`src/rtl/mem_access.sv`:
```
// mem_access: PSRV32 memory-access stage. Issues loads/stores over a req/gnt/rvalid port and
// presents a registered MEM/WB bundle. Define MISALIGN_TRAP_EN to fault misaligned accesses.
module mem_access #(
  parameter int DMEM_TIMEOUT = 16
) (
  input  logic        clk_i,
  input  logic        reset_i,
  input  logic        valid_i,
  input  logic [31:0] alu_result_i,
  input  logic [31:0] read_data2_i,
  input  logic [4:0]  write_reg_i,
  input  logic        memread_i,
  input  logic        memwrite_i,
  input  logic [2:0]  funct3_i,
  input  logic        regwrite_i,
  output logic        stall_o,
  output logic        dmem_req_o,
  output logic        dmem_we_o,
  output logic [31:0] dmem_addr_o,
  output logic [31:0] dmem_wdata_o,
  output logic [3:0]  dmem_be_o,
  input  logic        dmem_gnt_i,
  input  logic        dmem_rvalid_i,
  input  logic [31:0] dmem_rdata_i,
  output logic        wb_valid_o,
  output logic [31:0] wb_data_o,
  output logic [4:0]  write_reg_o,
  output logic        regwrite_o,
  output logic        misaligned_o,
  output logic        bus_err_o
);

  localparam int CNT_W = $clog2(DMEM_TIMEOUT + 1);
  localparam logic [CNT_W-1:0] CNT_LAST = CNT_W'(DMEM_TIMEOUT - 1);

  typedef enum logic [1:0] {IDLE, REQ, RESP} state_t;

  state_t           state_reg, state_next;
  logic [CNT_W-1:0] cnt_reg, cnt_next;
  logic [1:0]       off_reg, off_next;
  logic [2:0]       f3_reg, f3_next;
  logic             load_reg, load_next;
  logic             rw_reg, rw_next;

  logic        stall_reg, stall_next;
  logic        req_reg, req_next;
  logic        we_reg, we_next;
  logic [31:0] daddr_reg, daddr_next;
  logic [31:0] wdata_reg, wdata_next;
  logic [3:0]  be_reg, be_next;
  logic        wbv_reg, wbv_next;
  logic [31:0] wbd_reg, wbd_next;
  logic [4:0]  wreg_reg, wreg_next;
  logic        rwo_reg, rwo_next;
  logic        mis_reg, mis_next;
  logic        berr_reg, berr_next;

  // Lane offset after natural alignment: halves drop a[0], words drop both bits.
  function automatic logic [1:0] lane_off(input logic [1:0] a, input logic [1:0] size);
    logic [1:0] off;
    case (size)
      2'b00:   off = a;
      2'b01:   off = {a[1], 1'b0};
      default: off = 2'b00;
    endcase
    return off;
  endfunction

  logic        mem_op;
  logic        mis_in;
  logic [1:0]  in_off;
  logic [3:0]  in_be;
  logic [31:0] in_wdata;

  assign mem_op = memread_i | memwrite_i;
  assign in_off = lane_off(alu_result_i[1:0], funct3_i[1:0]);

`ifdef MISALIGN_TRAP_EN
  always_comb begin
    mis_in = 1'b0;
    case (funct3_i[1:0])
      2'b00:   mis_in = 1'b0;
      2'b01:   mis_in = alu_result_i[0];
      default: mis_in = |alu_result_i[1:0];
    endcase
  end
`else
  assign mis_in = 1'b0;
`endif

  always_comb begin
    case (funct3_i[1:0])
      2'b00:   in_be = 4'b0001 << in_off;
      2'b01:   in_be = 4'b0011 << in_off;
      default: in_be = 4'b1111;
    endcase
  end

  // Write data replicated across lanes so the byte enables alone pick the target bytes.
  genvar gi;
  generate
    for (gi = 0; gi < 4; gi++) begin : g_lane
      assign in_wdata[8*gi +: 8] = (funct3_i[1:0] == 2'b00) ? read_data2_i[7:0] :
                                   (funct3_i[1:0] == 2'b01) ? read_data2_i[8*(gi%2) +: 8] :
                                                              read_data2_i[8*gi +: 8];
    end
  endgenerate

  logic [7:0]  ld_byte;
  logic [15:0] ld_half;
  logic [31:0] ld_val;

  always_comb begin
    ld_byte = dmem_rdata_i[{off_reg, 3'b000} +: 8];
    ld_half = off_reg[1] ? dmem_rdata_i[31:16] : dmem_rdata_i[15:0];
    case (f3_reg[1:0])
      2'b00:   ld_val = f3_reg[2] ? {24'h0, ld_byte} : {{24{ld_byte[7]}}, ld_byte};
      2'b01:   ld_val = f3_reg[2] ? {16'h0, ld_half} : {{16{ld_half[15]}}, ld_half};
      default: ld_val = dmem_rdata_i;
    endcase
  end

  always_comb begin
    state_next = state_reg;
    cnt_next   = cnt_reg;
    off_next   = off_reg;
    f3_next    = f3_reg;
    load_next  = load_reg;
    rw_next    = rw_reg;
    we_next    = we_reg;
    daddr_next = daddr_reg;
    wdata_next = wdata_reg;
    be_next    = be_reg;
    wbv_next   = 1'b0;
    wbd_next   = wbd_reg;
    wreg_next  = wreg_reg;
    rwo_next   = rwo_reg;
    mis_next   = mis_reg;
    berr_next  = berr_reg;

    case (state_reg)
      IDLE: begin
        if (valid_i) begin
          wreg_next = write_reg_i;
          mis_next  = 1'b0;
          berr_next = 1'b0;
          if (!mem_op) begin
            wbv_next = 1'b1;
            wbd_next = alu_result_i;
            rwo_next = regwrite_i;
          end else if (mis_in) begin
            wbv_next = 1'b1;
            wbd_next = alu_result_i;
            rwo_next = 1'b0;
            mis_next = 1'b1;
          end else begin
            state_next = REQ;
            cnt_next   = '0;
            off_next   = in_off;
            f3_next    = funct3_i;
            load_next  = memread_i;
            rw_next    = regwrite_i;
            we_next    = ~memread_i;
            daddr_next = {alu_result_i[31:2], 2'b00};
            wdata_next = in_wdata;
            be_next    = in_be;
          end
        end
      end
      REQ: begin
        if (dmem_gnt_i) begin
          cnt_next = '0;
          if (load_reg) begin
            state_next = RESP;
          end else begin
            state_next = IDLE;
            wbv_next   = 1'b1;
            rwo_next   = 1'b0;
          end
        end else if (cnt_reg == CNT_LAST) begin
          state_next = IDLE;
          wbv_next   = 1'b1;
          rwo_next   = 1'b0;
          berr_next  = 1'b1;
        end else begin
          cnt_next = cnt_reg + CNT_W'(1);
        end
      end
      RESP: begin
        if (dmem_rvalid_i) begin
          state_next = IDLE;
          wbv_next   = 1'b1;
          wbd_next   = ld_val;
          rwo_next   = rw_reg;
        end else if (cnt_reg == CNT_LAST) begin
          state_next = IDLE;
          wbv_next   = 1'b1;
          rwo_next   = 1'b0;
          berr_next  = 1'b1;
        end else begin
          cnt_next = cnt_reg + CNT_W'(1);
        end
      end
      default: state_next = IDLE;
    endcase

    req_next   = (state_next == REQ);
    stall_next = (state_next != IDLE);
  end

  always_ff @(posedge clk_i) begin
    if (!reset_i) begin
      state_reg <= IDLE;
      cnt_reg   <= '0;
      off_reg   <= '0;
      f3_reg    <= '0;
      load_reg  <= 1'b0;
      rw_reg    <= 1'b0;
      stall_reg <= 1'b0;
      req_reg   <= 1'b0;
      we_reg    <= 1'b0;
      daddr_reg <= '0;
      wdata_reg <= '0;
      be_reg    <= '0;
      wbv_reg   <= 1'b0;
      wbd_reg   <= '0;
      wreg_reg  <= '0;
      rwo_reg   <= 1'b0;
      mis_reg   <= 1'b0;
      berr_reg  <= 1'b0;
    end else begin
      state_reg <= state_next;
      cnt_reg   <= cnt_next;
      off_reg   <= off_next;
      f3_reg    <= f3_next;
      load_reg  <= load_next;
      rw_reg    <= rw_next;
      stall_reg <= stall_next;
      req_reg   <= req_next;
      we_reg    <= we_next;
      daddr_reg <= daddr_next;
      wdata_reg <= wdata_next;
      be_reg    <= be_next;
      wbv_reg   <= wbv_next;
      wbd_reg   <= wbd_next;
      wreg_reg  <= wreg_next;
      rwo_reg   <= rwo_next;
      mis_reg   <= mis_next;
      berr_reg  <= berr_next;
    end
  end

  assign stall_o      = stall_reg;
  assign dmem_req_o   = req_reg;
  assign dmem_we_o    = we_reg;
  assign dmem_addr_o  = daddr_reg;
  assign dmem_wdata_o = wdata_reg;
  assign dmem_be_o    = be_reg;
  assign wb_valid_o   = wbv_reg;
  assign wb_data_o    = wbd_reg;
  assign write_reg_o  = wreg_reg;
  assign regwrite_o   = rwo_reg;
  assign misaligned_o = mis_reg;
  assign bus_err_o    = berr_reg;

endmodule

```
`config.mk`:
```
export PLATFORM = sky130hd
export DESIGN_NAME = mem_access
export DESIGN_NICKNAME = d
export VERILOG_FILES = /design/src/rtl/mem_access.sv
export SDC_FILE = /design/constraint.sdc
export NUM_CORES = 1
export LEC_CHECK = 0
export ABC_CLOCK_PERIOD_IN_PS = 1900
export CAP_MARGIN = 20
export CORE_AREA = 5 5 176 93
export CTS_CLUSTER_SIZE = 14
export DETAILED_ROUTE_END_ITERATION = 7
export DIE_AREA = 0 0 181 98
export PLACE_DENSITY = 0.84
export SLEW_MARGIN = 5
export SYNTH_ARGS = -nofsm -noshare
export SYNTH_HDL_FRONTEND = slang
export SYNTH_SLANG_ARGS = --single-unit
```
`constraint.sdc`:
```
create_clock -name clk_i -period 1.9 [get_ports clk_i]
set_input_delay 0.38 -clock clk_i [delete_from_list [all_inputs] [get_ports clk_i]]
set_output_delay 0.38 -clock clk_i [all_outputs]
set_load 0.02 [all_outputs]
```
### Word-level counts from Yosys, hierarchy flattened

Index checks and enable logic that the tools add are counted.
Widths: inputs -> output; s select.

| operators by class | value |
|---|---|
| muxes and demuxes | 47 |
| eq/ne operators | 13 |
| add/subtract/negate cells | 1 |
| bitwise gates (word level) | 2 |
| shift operators | 3 |
| reductions and logical operators | 12 |

Operator list:

| cell | count |
|---|---|
| $mux 32 | 5 |
| $pmux 32 s2 | 2 |
| $mux 8 | 5 |
| $shiftx 32x6->8 | 1 |
| $mux 5 | 5 |
| $mux 1 | 16 |
| $mux 16 | 1 |
| $reduce_and 4->1 | 4 |
| $pmux 5 s3 | 1 |
| $mux 2 | 6 |
| $ne 2x2->1 const B | 6 |
| $pmux 1 s3 | 3 |
| $eq 2x1->1 const B | 4 |
| $pmux 4 s2 | 1 |
| $logic_not 2->1 | 3 |
| $pmux 2 s3 | 1 |
| $add 5x1->5 const B | 1 |
| $eq 5x4->1 const B | 1 |
| $pmux 2 s2 | 1 |
| $reduce_bool 2->1 | 2 |
| $shl 1x2->4 const A | 1 |
| $shl 2x2->4 const A | 1 |
| $ne 3x3->1 const B | 1 |
| $reduce_and 3->1 | 1 |
| 5 further kinds | 5 |

| storage, ports and cells | value |
|---|---|
| input bits | 112 |
| output and inout port bits | 112 |
| flip-flop bits (word level) | 123 |
| word-level logic and storage cells | 95 |

### Depth between registers and ports, before layout

Gate-level depths: netlist of the first run.

| logic depth | value |
|---|---|
| word-level depth | 5 |
| gate-level depth with buffers | 8 |
| mapped depth without buffers | 6 |

### Worst setup path after synthesis of the first run

OpenSTA, ideal clock, no wires.

| timing path | value |
|---|---|
| kind | register to register |
| start | register state_reg[0] |
| end | register wbd_reg[0] (netlist: wb_data_o[0]) |
| library setup time | 0.092 ns |
| cell stages (with the launch flop) | 8 |
| clock period less this slack | 1.781 ns |
| buffers on the path | 1 |
| data required time | 1.808 ns |
| arrival time | 1.689 ns |
| setup slack | 0.119 ns |
| cells stage by stage | dfxtp_1 inv_1 ha_1 mux2_2 a21bo_2 clkbuf_1 nand2_1 o32ai_1 |

| between the ends | value |
|---|---|
| longest elaborated chain between the ends | 3 |
| elaborated cells between the ends (all ways) | 8 |
| classes of those cells | eq/ne: 4; mux: 1; reduce/logical: 3 |

RTL lines:

| element | RTL line | RTL |
|---|---|---|
| start, declared | 38 | `state_t state_reg, state_next;` |
| start signal, assigned | 232 | `state_reg <= state_next;` |
| $eq 2x2->1 or $logic_not 2->1 (tied branches) | 141 | `case (state_reg)` |
| $ne 2x2->1 (no line) or $reduce_bool 2->1 (tied branches) | -- |  |
| $reduce_and 4->1 (no line) | -- |  |
| end signal, assigned | 245 | `wbd_reg <= wbd_next;` |
| end, declared | 52 | `logic [31:0] wbd_reg, wbd_next;` |

Several ways; a longest one is shown, not always the timed one.
A chain may end at the register's enable or synchronous reset.

### Worst setup path after layout of the first run

| timing path | value |
|---|---|
| start | register state_reg[0] |
| end | register wbd_reg[31] (netlist: wb_data_o[31]) |

Same word-level chain as after synthesis.

==> qor.txt, run 1 <==
========================================================================================
Status                                                                      complete, no violations
Number of iterations in the first detailed-routing pass                                5
Count of flip-flops with a built-in enable after synthesis                             0
Synth area leaders                                                          dfxtp_1 (43%), nand2_1 (12%), a21oi_1 (6.2%)
Pin count of the biggest net entering global routing                                  59
Skew final                                                                       16.3 ps
Portion of the clock cycle consumed by the worst path in the final layout          0.975
Starting Density                                                                   0.389
Largest driver fanout on the critical path                                            17
Number of fill cells in the layout                                                 1,251
Area of all sequential standard cells                                       0.00246 mm^2
Synth Area in Compound Gates                                                       0.244
Area of the multi-input gates                                               0.00304 mm^2
Mux cell area share after synthesis                                               0.0679
Estimated wirelength of the detail-placed design                               16,800 um
CTS tree                                                                            done
Final Slew Violations                                                                  0
Static leakage                                                                0.00346 uW
Adder-cell share of the synthesized area                                          0.0108
Total buffers and inverters traversed by the critical path                             2
Gpl congestion                                                                     0.924
Number of global-route vias before repair                                          6,125
Proportion of layout cells with a drive suffix above 1                             0.132
Portion of the post-synthesis area used by sequential elements                     0.427
# rows                                                                                32
Crit start category                                                                 flop
Cell accounting for the most synthesized area                                    dfxtp_1
Setup repair after global routing missed its margin                                 true
Die Area                                                                     0.0177 mm^2
Worst hold margin                                                                 453 ps
Class of the tightest hold or removal check                                 flop to flop
Number of vias per cell after detailed routing                                      5.40
Post-route ant nets                                                                    0
Final critical delay including setup and external delays                         1850 ps
Worst-case clock buffer depth                                                          2
WL/cell                                                                          19.2 um
Number of hold-repair buffers added at the cts stage                                   0
Kind of critical path                                                       flop to flop
Max Freq                                                                       0.540 GHz
Worst IR drop on VDD                                                              564 uV
Sum Neg Setup Slack                                                                 0 ps
Cell variety after synth                                                              54
Fraction of the mapped netlist area in simple logic gates                          0.196
Type of element capturing the critical path                                         flop
Design Power                                                                     7870 uW
Tot GR Track Use                                                                   0.239
Mapped Cells                                                                         712
Commonest cells after routing, fill and taps aside                          clkdlybuf4s50_1 (219), nand2_1 (178), dfxtp_1 (122)
Worst endpoint required time                                                     2190 ps
Leading register cell type out of synthesis                                      dfxtp_1
Total power density per cell area                                            852 mW/mm^2
Synthesized area                                                            0.00577 mm^2
Avg Synthesized Cell Area                                                      8.11 um^2
Actual transition at the worst max-transition pin                                 659 ps
Worst stage delay on the critical path                                            420 ps
Antenna diode count                                                                    0
Chain of cells forming the critical path                                    inv_1 > ha_2 > mux2_2 > and3_1 > buf_12 > a32o_1
Clock latency at the later pin of the worst-skew pair                             410 ps
Num Clock Sinks                                                                      123
Global-route wire length before repair                                         34,100 um
Clock-pin slew on the worst setup and hold paths                                   70 ps
# Max-Cap Violations                                                                   0
Synthesized flop and latch total                                                     123
Commonest non-fill, non-tap cell in the layout                              clkdlybuf4s50_1
Cell with the largest stage delay on the worst path                               mux2_2
I/O pin total                                                                        224
Clock Tree Root                                                                clkbuf_16
Width of the die                                                                  181 um
DRC violation count after routing                                                      0
Overall overflow remaining after global route                                          0
Post-detailed-routing wire length                                              22,500 um
Non-filler instance count after layout                                             1,176
Proportion of netlist area held by the largest area contributor                    0.427
Delay-heaviest family, CP                                                   multiplexers
Detailed router's first-iteration violation count                                    620
Data arrival time of the worst path                                              2150 ps
Depth of the CTS H-tree                                                                4
Core utilization of the finished layout                                            0.622
Via count                                                                          6,353
Dominant combinational cell family by area after synthesis                  compound AO/OA/AOI/OAI gates
Vertical die dimension                                                             98 um
Synthesized-area fraction occupied by xor and xnor cells                               0
Syn-to-layout area delta                                                           60.0%
Port Buf Inserts                                                                     220
Setup violators final                                                                  0
Number of hold violations in the final report                                          0
Number of cells in the design after placement                                      1,138
Number of nets in the layout                                                       1,076
FFs w/ async S/R, synth                                                                0
Core outline area                                                            0.0149 mm^2
Num CTS Buffers                                                                       17
Antenna violations before repair                                                       0
YS warnings                                                                            0
Tightest slew margin relative to the limit                                         0.560
========================================================================================
-- cells by family after synthesis --
kind of cell	count (synthesis)
compound gates	206
other cells	1
fa+ha+maj	5
buf+inv	72
simple gates	270
flops	123
mux	35
-- worst register-to-register path, cell delays in order (launching register included) --
cell,delay (ps)
dfxtp_2,340
inv_1,80
ha_2,290
mux2_2,420
and3_1,210
buf_12,150
a32o_1,240
-- through the flow --
step / area (um^2) / setup WS [ps]
2_1_floorplan: 5780 / 119
3_3_place_gp: 8510 / -197
3_5_place_dp: 8510 / -292
4_1_cts: 9100 / 8.07
5_1_grt: 9240 / -27.7
6_report: 9240 / 48.3
-- area by class of cell --
class,instances,share of cell area
Clock inverter,14,0.0148
Sequential cell,123,0.267
Clock buffer,18,0.0475
Multi-Input combinational cell,519,0.330
Inverter,16,0.00650
Tap cell,204,0.0276
Timing Repair Buffer,282,0.307
-- power breakdown --
group / switching [uW] / internal (uW) / leakage [uW]
clock: 1320 / 1860 / 0.000274
combinational: 934 / 878 / 0.00218
sequential: 114 / 2770 / 0.00101
total: 2360 / 5500 / 0.00346
-- final timing paths --
check	startpoint	end	slack (ps)	cells past startpoint
max	state_reg[0]$_SDFF_PN0_	wb_data_o[31]$_SDFFE_PN0P_	50	6
min	dmem_addr_o[2]$_SDFFE_PN0P_	dmem_addr_o[2]$_SDFFE_PN0P_	450	2
max reg2reg	state_reg[0]$_SDFF_PN0_	wb_data_o[31]$_SDFFE_PN0P_	50	6
min reg2reg	dmem_addr_o[2]$_SDFFE_PN0P_	dmem_addr_o[2]$_SDFFE_PN0P_	450	2
-- routing by layer --
layer,up-vias,track usage,part of all wire
li1,3037,-,-
met2,283,0.338,0.41
met1,3014,0.343,0.47
met4,0,0.0455,0.0072
met5,-,0,0
met3,19,0.0990,0.11
-- timing repair --
action | CTS | global route
gates cloned | 0 | 3
setup endpoints to repair | 18 | 47
buffers inserted | 0 | 3
resized for setup | 2 | 8
-- cells in the mapped netlist, drive strengths merged, types with 2 or more instances --
cell / count
a21o: 2
clkbuf: 38
nand3: 4
o32ai: 15
nand2: 179
and3: 8
mux2: 17
a31oi: 19
dfxtp: 123
ha: 5
nor2b: 12
a311oi: 8
buf: 18
o21ai: 21
or2: 2
o22ai: 2
o211ai: 10
a22oi: 10
a21oi: 73
a221oi: 9
o21a: 3
nor3: 5
inv: 16
nand2b: 4
nor2: 47
a32o: 18
nand4: 2
mux2i: 17
a211oi: 9
Note: power is estimated with default switching activity, not from simulation.
==> run 2: changes to the inputs <==
Settings changed: CORE_AREA 5 5 176 93 to 2 2 173 90, DIE_AREA 0 0 181 98 to 0 0 175 92.
==> run 2 against run 1 <==
Wire length shrank 1.9%. Cell area grew 0.56%. Sequential power is essentially flat. Sequential share of layout area shrank 0.13 points. Via count grew 0.98%. Final cell count grew 0.34%. Worst hold slack gained 0.71 ps. Critical endpoint is now wb_data_o[17]$_SDFFE_PN0P_. Largest cell class unchanged. Highest routed layer unchanged.
==> qor.txt, run 2 (synthesis gave the netlist of run 1 again) <==
========================================================================================
Core utilization of the finished layout                                            0.625
Final Slew Violations                                                                  0
Worst endpoint required time                                                     2180 ps
Status                                                                      complete, no violations
Power dissipated by switching net loads                                          2240 uW
Clock-pin slew on the worst setup and hold paths                                   60 ps
Antenna diode count                                                                    0
Depth of the CTS H-tree                                                                4
Number of iterations in the first detailed-routing pass                                5
Crit start category                                                                 flop
Worst IR drop on VDD                                                              592 uV
# rows                                                                                32
Port Buf Inserts                                                                     220
WL/cell                                                                          18.7 um
Post-detailed-routing wire length                                              22,100 um
Least setup slack across all paths after layout                                  29.2 ps
Skew final                                                                       12.0 ps
Design area                                                                 0.00929 mm^2
Starting Density                                                                   0.389
Power share of the clock group                                                     0.421
Portion of the clock cycle consumed by the worst path in the final layout          0.985
Worst-case clock buffer depth                                                          2
Routed met1 length                                                             10,700 um
Commonest cells after routing, fill and taps aside                          clkdlybuf4s50_1 (220), nand2_1 (177), dfxtp_1 (121)
Total power density per cell area                                            871 mW/mm^2
Width of the die                                                                  175 um
Number of nets in the layout                                                       1,082
I/O pin total                                                                        224
Pin count of the biggest net entering global routing                                  89
Number of global-route vias before repair                                          6,028
Class of the tightest hold or removal check                                 flop to flop
Vertical die dimension                                                             92 um
Die Area                                                                     0.0161 mm^2
Estimated wirelength of the detail-placed design                               16,300 um
Global-route wire length before repair                                         34,200 um
Syn-to-layout area delta                                                           60.9%
Final critical delay including setup and external delays                         1870 ps
Proportion of layout cells with a drive suffix above 1                             0.140
Antenna violations before repair                                                       0
Num Clock Sinks                                                                      123
Num CTS Buffers                                                                       17
Highest metal layer with signal wires                                               met4
Detailed router's first-iteration violation count                                    668
Largest driver fanout on the critical path                                            29
Type of element capturing the critical path                                         flop
Sum Neg Setup Slack                                                                 0 ps
Combinational cell fraction of total power                                         0.223
Number of hold violations in the final report                                          0
Pre-CTS WS                                                                       -327 ps
Commonest non-fill, non-tap cell in the layout                              clkdlybuf4s50_1
DRC violation count after routing                                                      0
Clock latency at the later pin of the worst-skew pair                             410 ps
Sequential group share of total power                                              0.356
Post-route ant nets                                                                    0
Setup slack on the worst flop-to-flop path                                         30 ps
Kind of critical path                                                       flop to flop
Data arrival time of the worst path                                              2150 ps
Area after detailed placement                                               0.00858 mm^2
Setup violators final                                                                  0
Overall overflow remaining after global route                                          0
Met3 wirelength from detailed routing                                            2280 um
Number of vias per cell after detailed routing                                      5.44
Core outline area                                                            0.0149 mm^2
DR WL met2                                                                       9040 um
Tot GR Track Use                                                                   0.272
CTS tree                                                                            done
Clock Tree Root                                                                clkbuf_16
Max Freq                                                                       0.535 GHz
Design internal power                                                            5850 uW
Number of fill cells in the layout                                                 1,233
Static leakage                                                                0.00348 uW
# Max-Cap Violations                                                                   0
Switching fraction of total power                                                  0.277
Gpl congestion                                                                     0.944
Via count                                                                          6,415
Design Power                                                                     8090 uW
========================================================================================
run 2: changes by cell type in the layout (fill, tap and decap cells not counted), moves of 2 or more:
cell,delta
buf_4,+10
clkinv_4,-3
clkbuf_16,-2
inv_6,-4
clkinv_2,+3
bufinv_16,+3
run 2: final cells by class:
type	count	area, um^2	share of cell area
clock inverters	12	173	0.0186
flip-flops and latches	123	2460	0.265
multi-input cells	519	3070	0.330
well taps	204	255	0.0275
inverters	16	60.1	0.00647
clock buffers	18	439	0.0473
repair buffers	288	2830	0.305
run 2: path summary, 6_finish.rpt:
kind | endpoint | cells past startpoint | startpoint
max reg2reg | wb_data_o[17]$_SDFFE_PN0P_ | 8 | state_reg[0]$_SDFF_PN0_
min reg2reg | dmem_addr_o[13]$_SDFFE_PN0P_ | 2 | dmem_addr_o[13]$_SDFFE_PN0P_
max | wb_data_o[17]$_SDFFE_PN0P_ | 8 | state_reg[0]$_SDFF_PN0_
min | dmem_addr_o[13]$_SDFFE_PN0P_ | 2 | dmem_addr_o[13]$_SDFFE_PN0P_
run 2: timing repair:
| item | 4_1_cts | 5_1_grt |
|---|---|---|
| cloned | 0 | 1 |
| endpoints found under the setup margin | 21 | 43 |
| endpoints found under the hold margin | 0 | 0 |
| setup buffers | 0 | 2 |
| hold buffers | 0 | 0 |
| gates resized for setup | 4 | 10 |
| pin swaps | 0 | 1 |
run 2: power groups by stage:
stage / clock network (uW) / registers [uW] / logic (uW)
floorplan: 0 / 3120 / 613
detailed placement: 0 / 2930 / 1760
CTS: 3440 / 2880 / 1780
finish: 3410 / 2880 / 1810
global placement: 0 / 2920 / 1740
global route: 3580 / 2900 / 1930
run 2: per-layer routing:
layer	up-vias	track usage
met4	0	0.0444
met3	13	0.0784
met2	293	0.376
met5	-	0
met1	3061	0.417
li1	3048	-
run 2: critical path, stage by stage, from the launching register on:
cell      delay (ps)
dfxtp_1          310
inv_1             90
ha_2             260
buf_12           200
inv_1             90
a221oi_4         230
buf_12           180
nand2_1           80
a32o_1           280
run 2: per-stage QoR:
step                cells  hold slack [ps]
finish               1180              454
floorplan             714              437
global placement     1147              439
global route         1180              474
CTS                  1177              454
detailed placement   1147              446
